[config.mk]
export PLATFORM = sky130hd
export DESIGN_NAME = div_restoring_flat
export DESIGN_NICKNAME = d
export VERILOG_FILES = /design/src/rtl/div_restoring_if.sv /design/src/rtl/div_restoring.sv /design/src/flat_wrapper.sv
export SDC_FILE = /design/constraint.sdc
export NUM_CORES = 1
export LEC_CHECK = 0
export ABC_AREA = 1
export CORE_AREA = 4 4 187 144
export DETAILED_ROUTE_END_ITERATION = 16
export DIE_AREA = 0 0 191 148
export PLACE_DENSITY = 0.77
export SLEW_MARGIN = 20
export SYNTH_ARGS = -nofsm -noshare
export SYNTH_HDL_FRONTEND = slang
export SYNTH_SLANG_ARGS = --single-unit
export TNS_END_PERCENT = 20
[constraint.sdc]
create_clock -name clk -period 8.9 [get_ports clk]
set_clock_uncertainty 0.1 [all_clocks]
set_input_delay 1.335 -clock clk [delete_from_list [all_inputs] [get_ports clk]]
set_output_delay 1.335 -clock clk [all_outputs]
set_load 0.05 [all_outputs]
[src/rtl/div_restoring_if.sv]
// Request/response bundle between the execute stage and the restoring divider.
// The master drives operands and the level-held go; the slave returns results.
interface div_restoring_if;
    logic        go;
    logic        sign;
    logic [31:0] dividend;
    logic [31:0] divisor;
    logic        busy;
    logic        done;
    logic [31:0] quotient;
    logic [31:0] remainder;

    modport master (
        output go, sign, dividend, divisor,
        input  busy, done, quotient, remainder
    );

    modport slave (
        input  go, sign, dividend, divisor,
        output busy, done, quotient, remainder
    );
endinterface

[src/rtl/div_restoring.sv]
// Iterative radix-2 restoring divider, one quotient bit per cycle, with
// RISC-V divide-by-zero results and a level-held go/done handshake.
module div_restoring (
    input  logic            clk,
    input  logic            reset,
    div_restoring_if.slave  bus
);

    typedef enum logic [1:0] {
        S_IDLE,
        S_CALC,
        S_FIXUP,
        S_DONE
    } state_t;

    state_t      r_state;
    state_t      w_next;

    logic        r_neg_q;
    logic        r_neg_r;
    logic [31:0] r_dmag;
    logic [31:0] r_dq;
    logic [31:0] r_pr;
    logic [4:0]  r_cnt;
    logic [31:0] r_quot;
    logic [31:0] r_rem;

    logic [31:0] w_a_mag;
    logic [31:0] w_b_mag;
    logic [32:0] w_pr_sh;
    logic [32:0] w_trial;
    logic        w_qbit;
    logic        w_div_zero;

    assign w_a_mag    = (bus.sign & bus.dividend[31]) ? (~bus.dividend + 32'd1) : bus.dividend;
    assign w_b_mag    = (bus.sign & bus.divisor[31])  ? (~bus.divisor + 32'd1)  : bus.divisor;
    assign w_div_zero = (bus.divisor == '0);

    // Stored remainder is always below the divisor magnitude, so 32 bits hold it;
    // the shifted value keeps its carry bit for the trial subtract.
    assign w_pr_sh = {r_pr, r_dq[31]};
    assign w_trial = w_pr_sh - {1'b0, r_dmag};
    assign w_qbit  = ~w_trial[32];

    always_ff @(posedge clk or posedge reset) begin
        if (reset) begin
            r_state <= S_IDLE;
        end else begin
            r_state <= w_next;
        end
    end

    always_comb begin
        w_next = r_state;
        case (r_state)
            S_IDLE: begin
                if (bus.go) begin
                    w_next = w_div_zero ? S_DONE : S_CALC;
                end
            end
            S_CALC: begin
                if (!bus.go) begin
                    w_next = S_IDLE;
                end else if (r_cnt == 5'd31) begin
                    w_next = S_FIXUP;
                end
            end
            S_FIXUP: begin
                w_next = bus.go ? S_DONE : S_IDLE;
            end
            S_DONE: begin
                w_next = S_IDLE;
            end
            default: begin
                w_next = S_IDLE;
            end
        endcase
    end

    always_ff @(posedge clk or posedge reset) begin
        if (reset) begin
            r_neg_q <= 1'b0;
            r_neg_r <= 1'b0;
            r_dmag  <= '0;
            r_dq    <= '0;
            r_pr    <= '0;
            r_cnt   <= '0;
            r_quot  <= '0;
            r_rem   <= '0;
        end else begin
            case (r_state)
                S_IDLE: begin
                    if (bus.go) begin
                        r_neg_q <= bus.sign & (bus.dividend[31] ^ bus.divisor[31]);
                        r_neg_r <= bus.sign & bus.dividend[31];
                        r_dq    <= w_a_mag;
                        r_dmag  <= w_b_mag;
                        r_pr    <= '0;
                        r_cnt   <= '0;
                        if (w_div_zero) begin
                            r_quot <= '1;
                            r_rem  <= bus.dividend;
                        end
                    end
                end
                S_CALC: begin
                    if (bus.go) begin
                        r_pr  <= w_qbit ? w_trial[31:0] : w_pr_sh[31:0];
                        r_dq  <= {r_dq[30:0], w_qbit};
                        r_cnt <= r_cnt + 5'd1;
                    end
                end
                S_FIXUP: begin
                    if (bus.go) begin
                        r_quot <= r_neg_q ? (~r_dq + 32'd1) : r_dq;
                        r_rem  <= r_neg_r ? (~r_pr + 32'd1) : r_pr;
                    end
                end
                default: begin
                end
            endcase
        end
    end

    assign bus.busy      = (r_state == S_CALC) || (r_state == S_FIXUP);
    assign bus.done      = (r_state == S_DONE);
    assign bus.quotient  = r_quot;
    assign bus.remainder = r_rem;

endmodule

[src/flat_wrapper.sv]
// flat-port wrapper written by rule: the top's interface ports become plain ports
module div_restoring_flat 
  (clk, reset, bus_go, bus_sign, bus_dividend, bus_divisor, bus_busy, bus_done, bus_quotient, bus_remainder);
  div_restoring_if bus_i ();
  input  logic clk;
  input  logic reset;
  input wire logic [$bits(bus_i.go)-1:0] bus_go;
  input wire logic [$bits(bus_i.sign)-1:0] bus_sign;
  input wire logic [$bits(bus_i.dividend)-1:0] bus_dividend;
  input wire logic [$bits(bus_i.divisor)-1:0] bus_divisor;
  output wire logic [$bits(bus_i.busy)-1:0] bus_busy;
  output wire logic [$bits(bus_i.done)-1:0] bus_done;
  output wire logic [$bits(bus_i.quotient)-1:0] bus_quotient;
  output wire logic [$bits(bus_i.remainder)-1:0] bus_remainder;
  assign bus_i.go = bus_go;
  assign bus_i.sign = bus_sign;
  assign bus_i.dividend = bus_dividend;
  assign bus_i.divisor = bus_divisor;
  assign bus_busy = bus_i.busy;
  assign bus_done = bus_i.done;
  assign bus_quotient = bus_i.quotient;
  assign bus_remainder = bus_i.remainder;
  div_restoring u_core (.clk(clk), .reset(reset), .bus(bus_i));
endmodule
# --- Word-level counts from Yosys, hierarchy flattened ---
# Index checks and enable logic that the tools add are counted.
totals:
  reg_bits: 169
  inputBits: 68
  out_inout_bits: 66
  wordCells: 70
op_classes:
  add_sub_neg: 6
  eq_ne: 9
  mux: 28
  bitwise: 9
  reduce_logical: 9
ops:
  columns: ["operator", "count"]
  rows:
  - ["$mux 32", 15]
  - ["$pmux 32 s2", 4]
  - ["$add 32x1->32 const B", 4]
  - ["$not 32->32", 4]
  - ["$sub 33x32->33", 1]
  - ["$logic_not 32->1", 1]
  - ["$mux 2", 5]
  - ["$mux 5", 2]
  - ["$pmux 5 s2", 1]
  - ["$pmux 2 s4", 1]
  - ["$ne 2x2->1 const B", 3]
  - ["$add 5x1->5 const B", 1]
  - ["$eq 5x5->1 const B", 1]
  - ["$eq 2x2->1 const B", 2]
  - ["$reduce_and 2->1", 2]
  - ["$reduce_and 4->1", 1]
  - ["$reduce_bool 2->1", 2]
  - ["$and 1x1->1", 3]
  - ["$ne 3x2->1 const B", 1]
  - ["$reduce_and 3->1", 1]
  - ["$eq 2x1->1 const B", 1]
  - ["$logic_not 2->1", 1]
  - ["$ne 2x1->1 const B", 1]
  - ["$logic_or 1x1->1", 1]
  - ["other kinds (2)", 2]

# --- Depth between registers and ports, before layout ---
# Gate-level depths: netlist of the first run.
depth:
  depth_word: 5
  mapped_depth: 18
  ltp_nobuf: 17

# --- Worst setup path after synthesis of the first run ---
# OpenSTA, ideal clock, no wires.
synth_timing:
  path_kind: "in2reg"
  start: "input bus_divisor[1]"
  end: "register u_core.r_rem[18], in the netlist u_core.bus.remainder[18]"
  setup_time_ps: 66
  arrival_ps: 2705
  t_required_ps: 8734
  setup_slack_ps: 6029
  stages: 13
  path_buffers: 2
  cell_sequence: "inv_1 > ha_1 > nand3_1 > nor2_1 > and2_2 > nand4_2 > nand2_4 > nand2_4 > inv_4 > buf_8 > buf_8 > nand3_1 > nand2_1"
synth_between:
  elab_chain_len: 3
synth_rtl:
  columns: ["element", "line", "rtl"]
  rows:
  - ["start, declared", "flat_wrapper.sv:10", "input wire logic [$bits(bus_i.divisor)-1:0] bus_divisor;"]
  - ["$logic_not 32->1", "div_restoring.sv:37", "assign w_div_zero = (bus.divisor == '0);"]
  - ["$ne 2x1->1 (no source line)", null, null]
  - ["$reduce_and 4->1 (no source line)", null, null]
  - ["end signal, assigned", "div_restoring.sv:102", "r_rem <= bus.dividend;"]
  - ["end signal, assigned", "div_restoring.sv:116", "r_rem <= r_neg_r ? (~r_pr + 32'd1) : r_pr;"]
  - ["end, declared", "div_restoring.sv:26", "logic [31:0] r_rem;"]
# Every way passes these cells.
# A chain may end at the register's enable or synchronous reset.

# --- Final worst setup path of the first run ---
layout_timing:
  start: "input bus_sign"
  end: "register u_core.r_dq[4]"
layout_between:
  elab_chain_len: 4
layout_rtl:
  columns: ["element", "line", "rtl"]
  rows:
  - ["start, declared", "flat_wrapper.sv:8", "input wire logic [$bits(bus_i.sign)-1:0] bus_sign;"]
  - ["$and 1x1->1", "div_restoring.sv:35", "assign w_a_mag = (bus.sign & bus.dividend[31]) ? (~bus.dividend + 32'd1) : bus.dividend;"]
  - ["$mux 32", "div_restoring.sv:35", null]
  - ["$mux 32", "div_restoring.sv:93", "if (bus.go) begin"]
  - ["$pmux 32 s2", "div_restoring.sv:91", "case (r_state)"]
  - ["end signal, assigned", "div_restoring.sv:96", "r_dq <= w_a_mag;"]
  - ["end signal, assigned", "div_restoring.sv:109", "r_dq <= {r_dq[30:0], w_qbit};"]
  - ["end, declared", "div_restoring.sv:22", "logic [31:0] r_dq;"]
# Every way passes these cells. The select of a mux whose other input is x is not followed.

==> metrics.txt, run 1 <==
outcome finished clean; total number of H-tree levels 4; cell type of the slowest stage on the worst timing path clkinv_1; sequential share of power approximately a quarter; average size of a mapped cell 6.29 um^2; HP Class flip-flop to flip-flop; number of global-route vias before repair about 13000; setup repair after global routing missed its margin no; Leakage 8.07 nW; Hold Buf Count CTS 0; initial antenna violation count 0; sink count of the clock tree between 150 and 200; placeable core area approximately 25000 um^2; TritonCTS clock tree built; FMAX 257 MHz; number of port buffers 133; Core Util, Final 63.4%; first drt pass iteration count 6; length of routed wiring on met1 21200 um; post-CTS clock slew at the launch and capture registers of the worst setup and hold paths 0.07 ns; critical path start-end classification primary input to flip-flop; number of DRC markers in iteration 0 between 1500 and 2000; initial cell density of the core between 50% and 60%; antenna cell count 0; Worst-Margin Slew 1.01 ns; Crit path required time roughly 9 ns; number of maximum-capacitance violations 0; area growth from synthesis to final layout 15.4%; Clk Tree Root Cell clkbuf_16; total internal power about 0.0023 W; clock buffer depth 2; post-CTS setup buffer count 0; share of post-route cells with drive strength above 1 3.56%; total track usage 31.7%; Comb pwr share 58.1%; Overflow after GRT 0; final routed wire length divided by cell count approximately 17 um; max-slew violation count 0; power density normalized to cell area 306 nW/um^2; Detailed Place HPWL 34900 um; Critical Path Start Type primary input; Ports 134; Routed met2 length 18400 um; vias per cell 5.62; data arrival time of the critical path between 4 and 5 ns; depth of the most critical reg-to-reg path 16; antenna violation net count after detailed routing 0; Post-Synthesis Cells 2168; cell count after placement 2583; Routed WL 45200 um; top library cells by usage in the layout, fill and taps aside 706 x nand2_1, 285 x inv_1, 250 x nor2_1; die outline height around 150 um; post-route setup TNS 0 ns; highest routing layer actually used met4; post-route clock period utilization ~44%; FF+latch count, synth 169; clock power share 15.9%; endpoints failing setup 0; Total Power Consumption 0.00482 W; met3 wire length 5020 um; wire length of the first global-routing pass 71500 um; Critical Path Max Stage Delay 0.98 ns; CP most frequent cell nand2_1; total die area 28300 um^2; number of enable flip-flop cells after synthesis 0; IR drop worst, VDD 0.318 mV; worst rel slew slack approximately a third; RePlAce Congestion 1.08; number of design rule violations left after detail routing 0; cell breakdown of the critical path clkdlybuf4s50_1, nand2_1, clkinv_1, nand2_1, xor2_1, o221ai_1; Worst setup EP type flip-flop; clock latency on the worst-skew pair 0.44 ns; FFs w/ async S/R, synth 100%; sequential fraction of the synthesis area between 30% and 40%; PostCTS Resize Cnt 0; most common flop cell mapped by yosys dfrtp_1; number of CTS-inserted buffers 17; post-synth cell types 48; yosys warns 0; Hold Path Stages 2; commonest non-fill, non-tap cell in the layout nand2_1; number of rows in the core area 50; Max Fanout on Critical Path 35; width of the die ~190 um; min Tclk post-route 3.88 ns; final standard cell count with taps included and fillers excluded 2613; net switching share of the total power around half; total via count in the routed design 14684; Total Nets Final 2375; post-synth design cell area roughly 14000 um^2; largest net degree at the start of global routing 87; final hold vios 0; net switching power 0.00248 W; Net Count, Synth between 2000 and 2500
==> registers in the layout, summed over array words and instances, names as in the netlist <==
name,count
u_core.r_state,2
u_core.bus.quotient,32
u_core.r_neg_q,1
u_core.r_pr,32
u_core.bus.remainder,32
u_core.r_neg_r,1
u_core.r_dmag,32
u_core.r_dq,32
u_core.r_cnt,5
==> power groups by stage <==
stage | sequential [W] | clock, W | combinational, W
global route | 0.00128 | 0.000802 | 0.00304
CTS | 0.00124 | 0.000770 | 0.00275
floorplan | 0.00163 | 0 | 0.00150
detailed placement | 0.00125 | 0 | 0.00273
global placement | 0.00125 | 0 | 0.00269
finish | 0.00125 | 0.000768 | 0.00280
==> synthesized netlist by cell type, types with 2 or more instances <==
library cell | count | share of area (%)
nor4_1 | 10 | 0.46
nand2_1 | 706 | 19
a22o_1 | 2 | 0.13
buf_1 | 6 | 0.17
a21oi_1 | 50 | 1.8
dfrtp_1 | 169 | 31
inv_1 | 286 | 7.9
buf_4 | 2 | 0.11
nand4_1 | 27 | 1.2
and2_1 | 3 | 0.14
xor2_1 | 59 | 3.8
o211ai_1 | 16 | 0.88
nand2_4 | 5 | 0.41
o21bai_1 | 18 | 0.99
buf_2 | 17 | 0.62
buf_8 | 2 | 0.22
a21o_1 | 3 | 0.17
ha_1 | 42 | 3.9
o22ai_1 | 16 | 0.73
clkinv_1 | 4 | 0.11
buf_6 | 3 | 0.25
nand3_1 | 233 | 8.5
nor2_2 | 12 | 0.55
nor2_1 | 251 | 6.9
xnor2_1 | 11 | 0.71
o221ai_1 | 12 | 0.77
o31ai_1 | 3 | 0.17
nand3b_1 | 17 | 0.94
inv_2 | 7 | 0.19
a31oi_1 | 8 | 0.37
o21a_1 | 3 | 0.17
nand2_2 | 8 | 0.37
o21ai_0 | 88 | 3.2
clkbuf_1 | 36 | 0.99
nor3_1 | 20 | 0.73
==> layer usage <==
layer / global-route usage [%] / up-vias
li1: - / 7096
met1: 49.7 / 6841
met2: 44.3 / 703
met3: 8.00 / 44
met4: 5.71 / 0
met5: 0 / -
==> final timing paths <==
| check | startpoint | end | slack, ns |
|---|---|---|---|
| worst max-delay path | bus_sign | u_core.r_dq[4]$_DFFE_PP0P_ | 5.02 |
| worst min-delay path | u_core.bus.remainder[2]$_DFFE_PP0P_ | u_core.bus.remainder[2]$_DFFE_PP0P_ | 0.38 |
| worst max register to register | u_core.r_dq[31]$_DFFE_PP0P_ | u_core.r_pr[0]$_DFFE_PP0P_ | 5.55 |
| worst min register to register | u_core.bus.remainder[2]$_DFFE_PP0P_ | u_core.bus.remainder[2]$_DFFE_PP0P_ | 0.38 |
| max in group asynchronous | reset | u_core.r_dmag[2]$_DFFE_PP0P_ | 5.64 |
| min in group asynchronous | reset | u_core.bus.quotient[3]$_DFFE_PP0P_ | 1.32 |
==> cell type report <==
type                    count  area, um^2
multi-input cells        1635        7980
well taps                 338         423
clock buffers              18         429
clock inverters            12         150
repair buffers            143        1410
flip-flops and latches    169        4230
fillers                  2379        9090
inverters                 298        1130
==> cells by family (layout without fill, tap and decap cells) <==
kind of cell	after synthesis	count (layout)	synth area share, %
simple gates	1299	1299	40.2
buf+inv	364	471	10.6
compound gates	223	223	9.73
flops	169	169	31.0
xor+xnor	70	70	4.49
fa+ha+maj	43	43	4.00
==> metrics by stage <==
| step | setup slack, ns | hold WS (ns) | cell area [um^2] |
|---|---|---|---|
| 2_1_floorplan | 2.89 | 0.353 | 13600 |
| 6_report | 5.02 | 0.379 | 15700 |
| 3_5_place_dp | 4.71 | 0.366 | 15200 |
| 3_3_place_gp | 4.80 | 0.368 | 15200 |
| 5_1_grt | 4.92 | 0.417 | 15700 |
| 4_1_cts | 5.16 | 0.382 | 15700 |
==> worst max-delay path, delay by kind of cell <==
kind,cells,cell delay (ns)
AOI/OAI and AO/OA,1,0.14
buffers and inverters,2,1.46
and+or+nand+nor,2,0.86
xor gates and xnor gates,1,0.26
No activity file was read; power rests on OpenSTA's default activity.
==> inputs of run 2 (changes only) <==
--- a/config.mk
+++ b/config.mk
@@ -6,9 +6,9 @@
 export NUM_CORES = 1
 export LEC_CHECK = 0
 export ABC_AREA = 1
-export CORE_AREA = 4 4 187 144
+export CORE_AREA = 4 4 191 146
 export DETAILED_ROUTE_END_ITERATION = 16
-export DIE_AREA = 0 0 191 148
+export DIE_AREA = 0 0 195 150
 export PLACE_DENSITY = 0.77
 export SLEW_MARGIN = 20
 export SYNTH_ARGS = -nofsm -noshare
==> constraint.sdc (replaced) <==
create_clock -name clk -period 3.15 [get_ports clk]
set_clock_uncertainty 0.1 [all_clocks]
set_input_delay 0.4725 -clock clk [delete_from_list [all_inputs] [get_ports clk]]
set_output_delay 0.4725 -clock clk [all_outputs]
set_load 0.05 [all_outputs]
==> run 2 against run 1 <==
Effect of this change:
- non-clock buffer count increased by 22
- core utilization fell by 1.7 points
- clock power grew to 2.9 times the previous value
==> metrics.txt, run 2 (synthesized netlist as in run 1, its figures left out) <==
outcome finished clean; CP most frequent cell nand2_1; Hold Path Stages 2 (unchanged); Crit path required time 3.38 ns (-5.71 ns); final routed wire length divided by cell count 17.7 um (+2.1%); total internal power 0.00676 W (+190%); area growth from synthesis to final layout 17.2%; sink count of the clock tree 169 (unchanged); post-CTS clock slew at the launch and capture registers of the worst setup and hold paths 0.07 ns (about the same); total number of H-tree levels 4 (unchanged); clock power share 16.1% (+0.2 points); Detailed Place HPWL 37200 um (+6.6%); Clk Tree Root Cell clkbuf_16; wire length of the first global-routing pass 72100 um (+0.84%); Total Power Consumption 0.0139 W (+190%); sequential share of power 25.5% (-0.5 points); number of DRC markers in iteration 0 1775 (+1.3%); Comb pwr share 58.3% (+0.2 points); cell type of the slowest stage on the worst timing path fa_1; placeable core area 25900 um^2 (+4.3%); Critical Path Max Stage Delay 0.44 ns (-0.54 ns); number of rows in the core area 51 (+2.0%); min Tclk post-route 2.83 ns; antenna violation net count after detailed routing 0 (unchanged); net switching power 0.00716 W (+190%); width of the die 195 um (+2.1%); share of post-route cells with drive strength above 1 4.61% (+1.1 points); post-route clock period utilization 90.0%; depth of the most critical reg-to-reg path 16 (unchanged); max-slew violation count 0 (unchanged); endpoints failing setup 0 (unchanged); Overflow after GRT 0 (unchanged); post-CTS setup buffer count 0 (unchanged); length of routed wiring on met1 22400 um (+5.8%); first drt pass iteration count 6 (unchanged); net switching share of the total power 51.4% (-0.076 points); highest routing layer actually used met4; Hold Buf Count CTS 0 (unchanged); HP Class flip-flop to flip-flop; setup repair after global routing missed its margin no; PostCTS Resize Cnt 0 (unchanged); data arrival time of the critical path 3.06 ns (-1.02 ns); clock latency on the worst-skew pair 0.44 ns (about the same); Critical Path Start Type flip-flop; fill count 2488 (+4.6%); critical path start-end classification flip-flop to flip-flop; cell breakdown of the critical path ha_1, fa_1, inv_1, nand2_1, nand2_1, nand3_1, nand2_2, nand2_1, nand2_2, nand2_2, nand2_4, nand2_2, nand2_1, nand2_1, nand3_1, nand2_1; Ports 134 (unchanged); number of global-route vias before repair 13285 (-0.50%); Worst-Margin Slew 0.801 ns (-0.213 ns); vias per cell 5.59 (-0.57%); Routed WL 46700 um (+3.3%); number of design rule violations left after detail routing 0 (unchanged); initial cell density of the core 52.7% (-2.3 points); number of CTS-inserted buffers 17 (unchanged); power density normalized to cell area 871 nW/um^2 (+180%); Leakage 8.20 nW (+1.6%); total track usage 31.2% (-0.56 points); die outline height 150 um (+1.4%); commonest non-fill, non-tap cell in the layout nand2_1; clock buffer depth 2 (unchanged); post-route setup TNS 0 ns (unchanged); top library cells by usage in the layout, fill and taps aside 706 x nand2_1, 285 x inv_1, 250 x nor2_1; worst rel slew slack 45.9% (+14 points); total die area 29300 um^2 (+3.5%); total via count in the routed design 14768 (+0.57%); met3 wire length 5250 um (+4.6%); TritonCTS clock tree built; Worst setup EP type flip-flop; Total Nets Final 2397 (+0.93%); Max Fanout on Critical Path 11 (-69%); FMAX 353 MHz; Routed met2 length 18400 um (-0.23%); number of port buffers 133 (unchanged); final hold vios 0 (unchanged); number of maximum-capacitance violations 0 (unchanged); largest net degree at the start of global routing 121 (+39%); antenna cell count 0 (unchanged); initial antenna violation count 1 (+1); IR drop worst, VDD 0.776 mV (+140%); RePlAce Congestion 0.982 (-9.3%)
run 2: changes by cell type in the layout (fill, tap and decap cells not counted), sizes merged:
cell	previous run	this run
inv	296	295
buf	10	32
clkbuf	18	19
clkinvlp	3	4
clkinv	8	9
run 2: cell type report:
class | count | area (um^2) | area share [%]
clock inverters | 13 | 169 | 1.06
inverters | 298 | 1120 | 7.04
multi-input cells | 1635 | 7980 | 49.9
clock buffers | 19 | 453 | 2.83
repair buffers | 165 | 1600 | 9.99
well taps | 344 | 430 | 2.69
flip-flops and latches | 169 | 4230 | 26.5
run 2: layer usage:
metal  global-route usage [%]  up-vias
met5                        0        -
met4                     5.79        0
met3                     8.62       46
met2                     42.9      738
met1                     48.7     6835
li1                         -     7149
run 2: power groups by stage:
stage,sequential [W],combinational [W],clock (W)
final,0.00355,0.00812,0.00225
after global placement,0.00354,0.00781,0
after CTS,0.00354,0.00797,0.00225
after detailed placement,0.00356,0.00791,0
after global routing,0.00364,0.00879,0.00235
after floorplan,0.00461,0.00424,0
run 2: critical path, delay by kind of cell, from the launching register on:
kind	cells	cell delay [ns]
adder cells (fa/ha/maj)	2	0.74
AND/OR/NAND/NOR	13	1.34
flip-flops	1	0.41
buffers and inverters	1	0.11
run 2: path summary, 6_finish.rpt:
| path | from | slack, ns | to |
|---|---|---|---|
| min in group asynchronous | reset | 0.44 | u_core.bus.quotient[0]$_DFFE_PP0P_ |
| hold / removal | u_core.r_dmag[13]$_DFFE_PP0P_ | 0.39 | u_core.r_dmag[13]$_DFFE_PP0P_ |
| hold reg to reg | u_core.r_dmag[13]$_DFFE_PP0P_ | 0.39 | u_core.r_dmag[13]$_DFFE_PP0P_ |
| max in group asynchronous | reset | 1.92 | u_core.bus.remainder[22]$_DFFE_PP0P_ |
| setup / recovery | u_core.r_dmag[0]$_DFFE_PP0P_ | 0.32 | u_core.r_pr[7]$_DFFE_PP0P_ |
| setup reg to reg | u_core.r_dmag[0]$_DFFE_PP0P_ | 0.32 | u_core.r_pr[7]$_DFFE_PP0P_ |
run 2: per-stage QoR:
step / setup slack, ns / std cells / hold slack (ns) / utilization, % / cell area (um^2)
finish: 0.316 / 2643 / 0.386 / 61.7 / 16000
global route: 0.112 / 2643 / 0.399 / 61.7 / 16000
CTS: 0.422 / 2643 / 0.387 / 61.7 / 16000
detailed placement: 0.293 / 2611 / 0.370 / 59.3 / 15400
global placement: 0.322 / 2611 / 0.364 / 59.3 / 15400
floorplan: 0.423 / 2168 / 0.353 / - / 13600
==> inputs of run 3 (changes only) <==
--- a/config.mk
+++ b/config.mk
@@ -6,9 +6,9 @@
 export NUM_CORES = 1
 export LEC_CHECK = 0
 export ABC_AREA = 1
-export CORE_AREA = 4 4 191 146
+export CORE_AREA = 2 2 189 144
 export DETAILED_ROUTE_END_ITERATION = 16
-export DIE_AREA = 0 0 195 150
+export DIE_AREA = 0 0 191 146
 export PLACE_DENSITY = 0.77
 export SLEW_MARGIN = 20
 export SYNTH_ARGS = -nofsm -noshare
==> run 3 against run 2 <==
Effect of this change:
- design area up 0.13%
- sequential share of layout area about the same
- combinational power about the same
- wire length down 0.15%
- clock power down 3%
- non-clock buffer count up 2
- count of clock-buffer cells in the layout down 1
- die area down 4.7%
- fmax down 3.1%
- global-route usage up 2.8 points
- largest power group unchanged
==> metrics.txt, run 3 (synthesized netlist as in run 1, its figures left out) <==
outcome finished clean; post-route setup TNS 0 ns (unchanged); Critical Path Start Type flip-flop; endpoints failing setup 0 (unchanged); cell breakdown of the critical path inv_1, ha_1, fa_1, inv_1, nand2_1, nand2_1, nand3_1, nand2_2, nand2_1, nand2_2, nand2_2, nand2_4, nand2_2, nand2_1, nand2_1, nand3_1, nand2_1; Overflow after GRT 0 (unchanged); total internal power 0.00667 W (-1.4%); Ports 134 (unchanged); IR drop worst, VDD 0.902 mV (+16%); total via count in the routed design 14789 (+0.14%); Hold Worst Slack 0.384 ns (-0.00199 ns); first drt pass iteration count 6 (unchanged); sequential share of power 25.7% (+0.2 points); Comb pwr share 58.5% (+0.2 points); Max Fanout on Critical Path 11 (unchanged); initial cell density of the core 52.8% (+0.13 points); power density normalized to cell area 870 nW/um^2 (-0.13%); sink count of the clock tree 169 (unchanged); total number of H-tree levels 4 (unchanged); commonest non-fill, non-tap cell in the layout nand2_1; depth of the most critical reg-to-reg path 17 (+1); number of rows in the core area 51 (unchanged); HP Class primary input to asynchronous set/reset pin; FMAX 342 MHz (-3.1%); antenna violation net count after detailed routing 0 (unchanged); largest net degree at the start of global routing 55 (-55%); Leakage 8.22 nW (+0.18%); share of post-route cells with drive strength above 1 4.65% (+0.039 points); min Tclk post-route 2.92 ns (+0.0904 ns); Worst R2R Setup Slack 0.23 ns (-0.09 ns); number of port buffers 133 (unchanged); cell type of the slowest stage on the worst timing path fa_1; critical path start-end classification flip-flop to flip-flop; number of CTS-inserted buffers 17 (unchanged); number of DRC markers in iteration 0 1902 (+7.2%); Core Util, Final 61.9% (+0.23 points); number of maximum-capacitance violations 0 (unchanged); die outline height 146 um (-2.7%); placeable core area 25800 um^2 (-0.25%); clock latency on the worst-skew pair 0.45 ns (about the same); Routed WL 46600 um (-0.15%); area growth from synthesis to final layout 17.3%; fin area 16000 um^2 (+0.13%); number of global-route vias before repair 13628 (+2.6%); Clk Tree Root Cell clkbuf_16; top library cells by usage in the layout, fill and taps aside 706 x nand2_1, 285 x inv_1, 250 x nor2_1; Worst-Margin Slew 0.695 ns (-0.106 ns); total track usage 33.9% (+2.8 points); Crit path max-delay family simple AND/OR/NAND/NOR gates; number of buffers and inverters on the critical path 2 (+1); Total Power Consumption 0.0139 W (about the same); Placed Area 15400 um^2 (+0.34%); max-slew violation count 0 (unchanged); antenna cell count 0 (unchanged); total die area 27900 um^2 (-4.7%); Detailed Place HPWL 37000 um (-0.50%); TritonCTS clock tree built; final hold vios 0 (unchanged); RePlAce Congestion 1.02 (+3.7%); PostCTS Resize Cnt 0 (unchanged); wire length of the first global-routing pass 73600 um (+2.1%); worst rel slew slack 53.6% (+7.7 points); width of the die 191 um (-2.1%); post-CTS clock slew at the launch and capture registers of the worst setup and hold paths 0.08 ns (about the same); Hold Buf Count CTS 0 (unchanged); final routed wire length divided by cell count 17.6 um (-0.23%); Total Nets Final 2399 (+0.083%); post-CTS setup buffer count 0 (unchanged); net switching share of the total power 52.1% (+0.69 points); clock power share 15.7% (-0.4 points); clock buffer depth 2 (unchanged); CP most frequent cell nand2_1; logic depth of the worst path, buffers included 17 (+1); vias per cell 5.59 (about the same); initial antenna violation count 0 (-1); Critical Path Max Stage Delay 0.44 ns (about the same); Worst setup EP type flip-flop; number of design rule violations left after detail routing 0 (unchanged); post-route clock period utilization 92.8% (+2.9 points); Crit path required time 3.37 ns (about the same); net switching power 0.00726 W (+1.3%); setup repair after global routing missed its margin no; data arrival time of the critical path 3.15 ns (+0.09 ns)
[run 3: cell types whose count changed in the layout (fill, tap and decap cells not counted)]
cell        delta
buf_12         +3
buf_4          -1
clkbuf_8       -2
inv_8          +1
bufinv_16      -1
clkinv_4       -1
inv_6          +4
clkbuf_1       +1
clkinvlp_4     -2
[run 3: layout make-up]
class                           instances  area [um^2]
Fill cell                            2454         9840
Multi-Input combinational cell       1635         7980
Sequential cell                       169         4230
Timing Repair Buffer                  167         1650
Inverter                              298         1120
Tap cell                              344          430
Clock buffer                           18          429
Clock inverter                         14          161
[run 3: final timing paths]
kind	startpoint	end
worst max-delay path	u_core.r_dq[31]$_DFFE_PP0P_	u_core.r_pr[15]$_DFFE_PP0P_
worst min-delay path	reset	u_core.bus.quotient[0]$_DFFE_PP0P_
worst min register to register	u_core.bus.quotient[19]$_DFFE_PP0P_	u_core.bus.quotient[19]$_DFFE_PP0P_
min in group clk	u_core.bus.quotient[19]$_DFFE_PP0P_	u_core.bus.quotient[19]$_DFFE_PP0P_
worst max register to register	u_core.r_dq[31]$_DFFE_PP0P_	u_core.r_pr[15]$_DFFE_PP0P_
max in group asynchronous	reset	u_core.r_dmag[24]$_DFFE_PP0P_
[run 3: per-layer routing]
metal	share of wire, %	vias up	GRT usage (%)
met4	1.6	0	7.17
met3	13	58	9.72
met2	38	790	45.3
li1	-	7154	-
met1	47	6787	53.2
met5	0	-	0
[run 3: per-stage QoR]
stage,setup slack [ns],std cells
after CTS,0.282,2645
final,0.225,2645
after global routing,0.0719,2645
after floorplan,0.423,2168
after detailed placement,0.313,2613
after global placement,0.375,2613
[run 3: worst register-to-register path: cells and delay by family (launching register included)]
kind,cells,cell delay (ns)
adder cells (fa/ha/maj),2,0.74
buffers and inverters,2,0.22
flip-flops,1,0.36
AND/OR/NAND/NOR,13,1.38
[run 3: power by group through the flow]
stage / Clock [W] / Sequential [W] / Combinational [W]
6_report: 0.00219 / 0.00358 / 0.00815
5_1_grt: 0.00230 / 0.00367 / 0.00883
4_1_cts: 0.00220 / 0.00356 / 0.00798
3_5_place_dp: 0 / 0.00358 / 0.00791
3_3_place_gp: 0 / 0.00358 / 0.00781
2_1_floorplan: 0 / 0.00461 / 0.00424
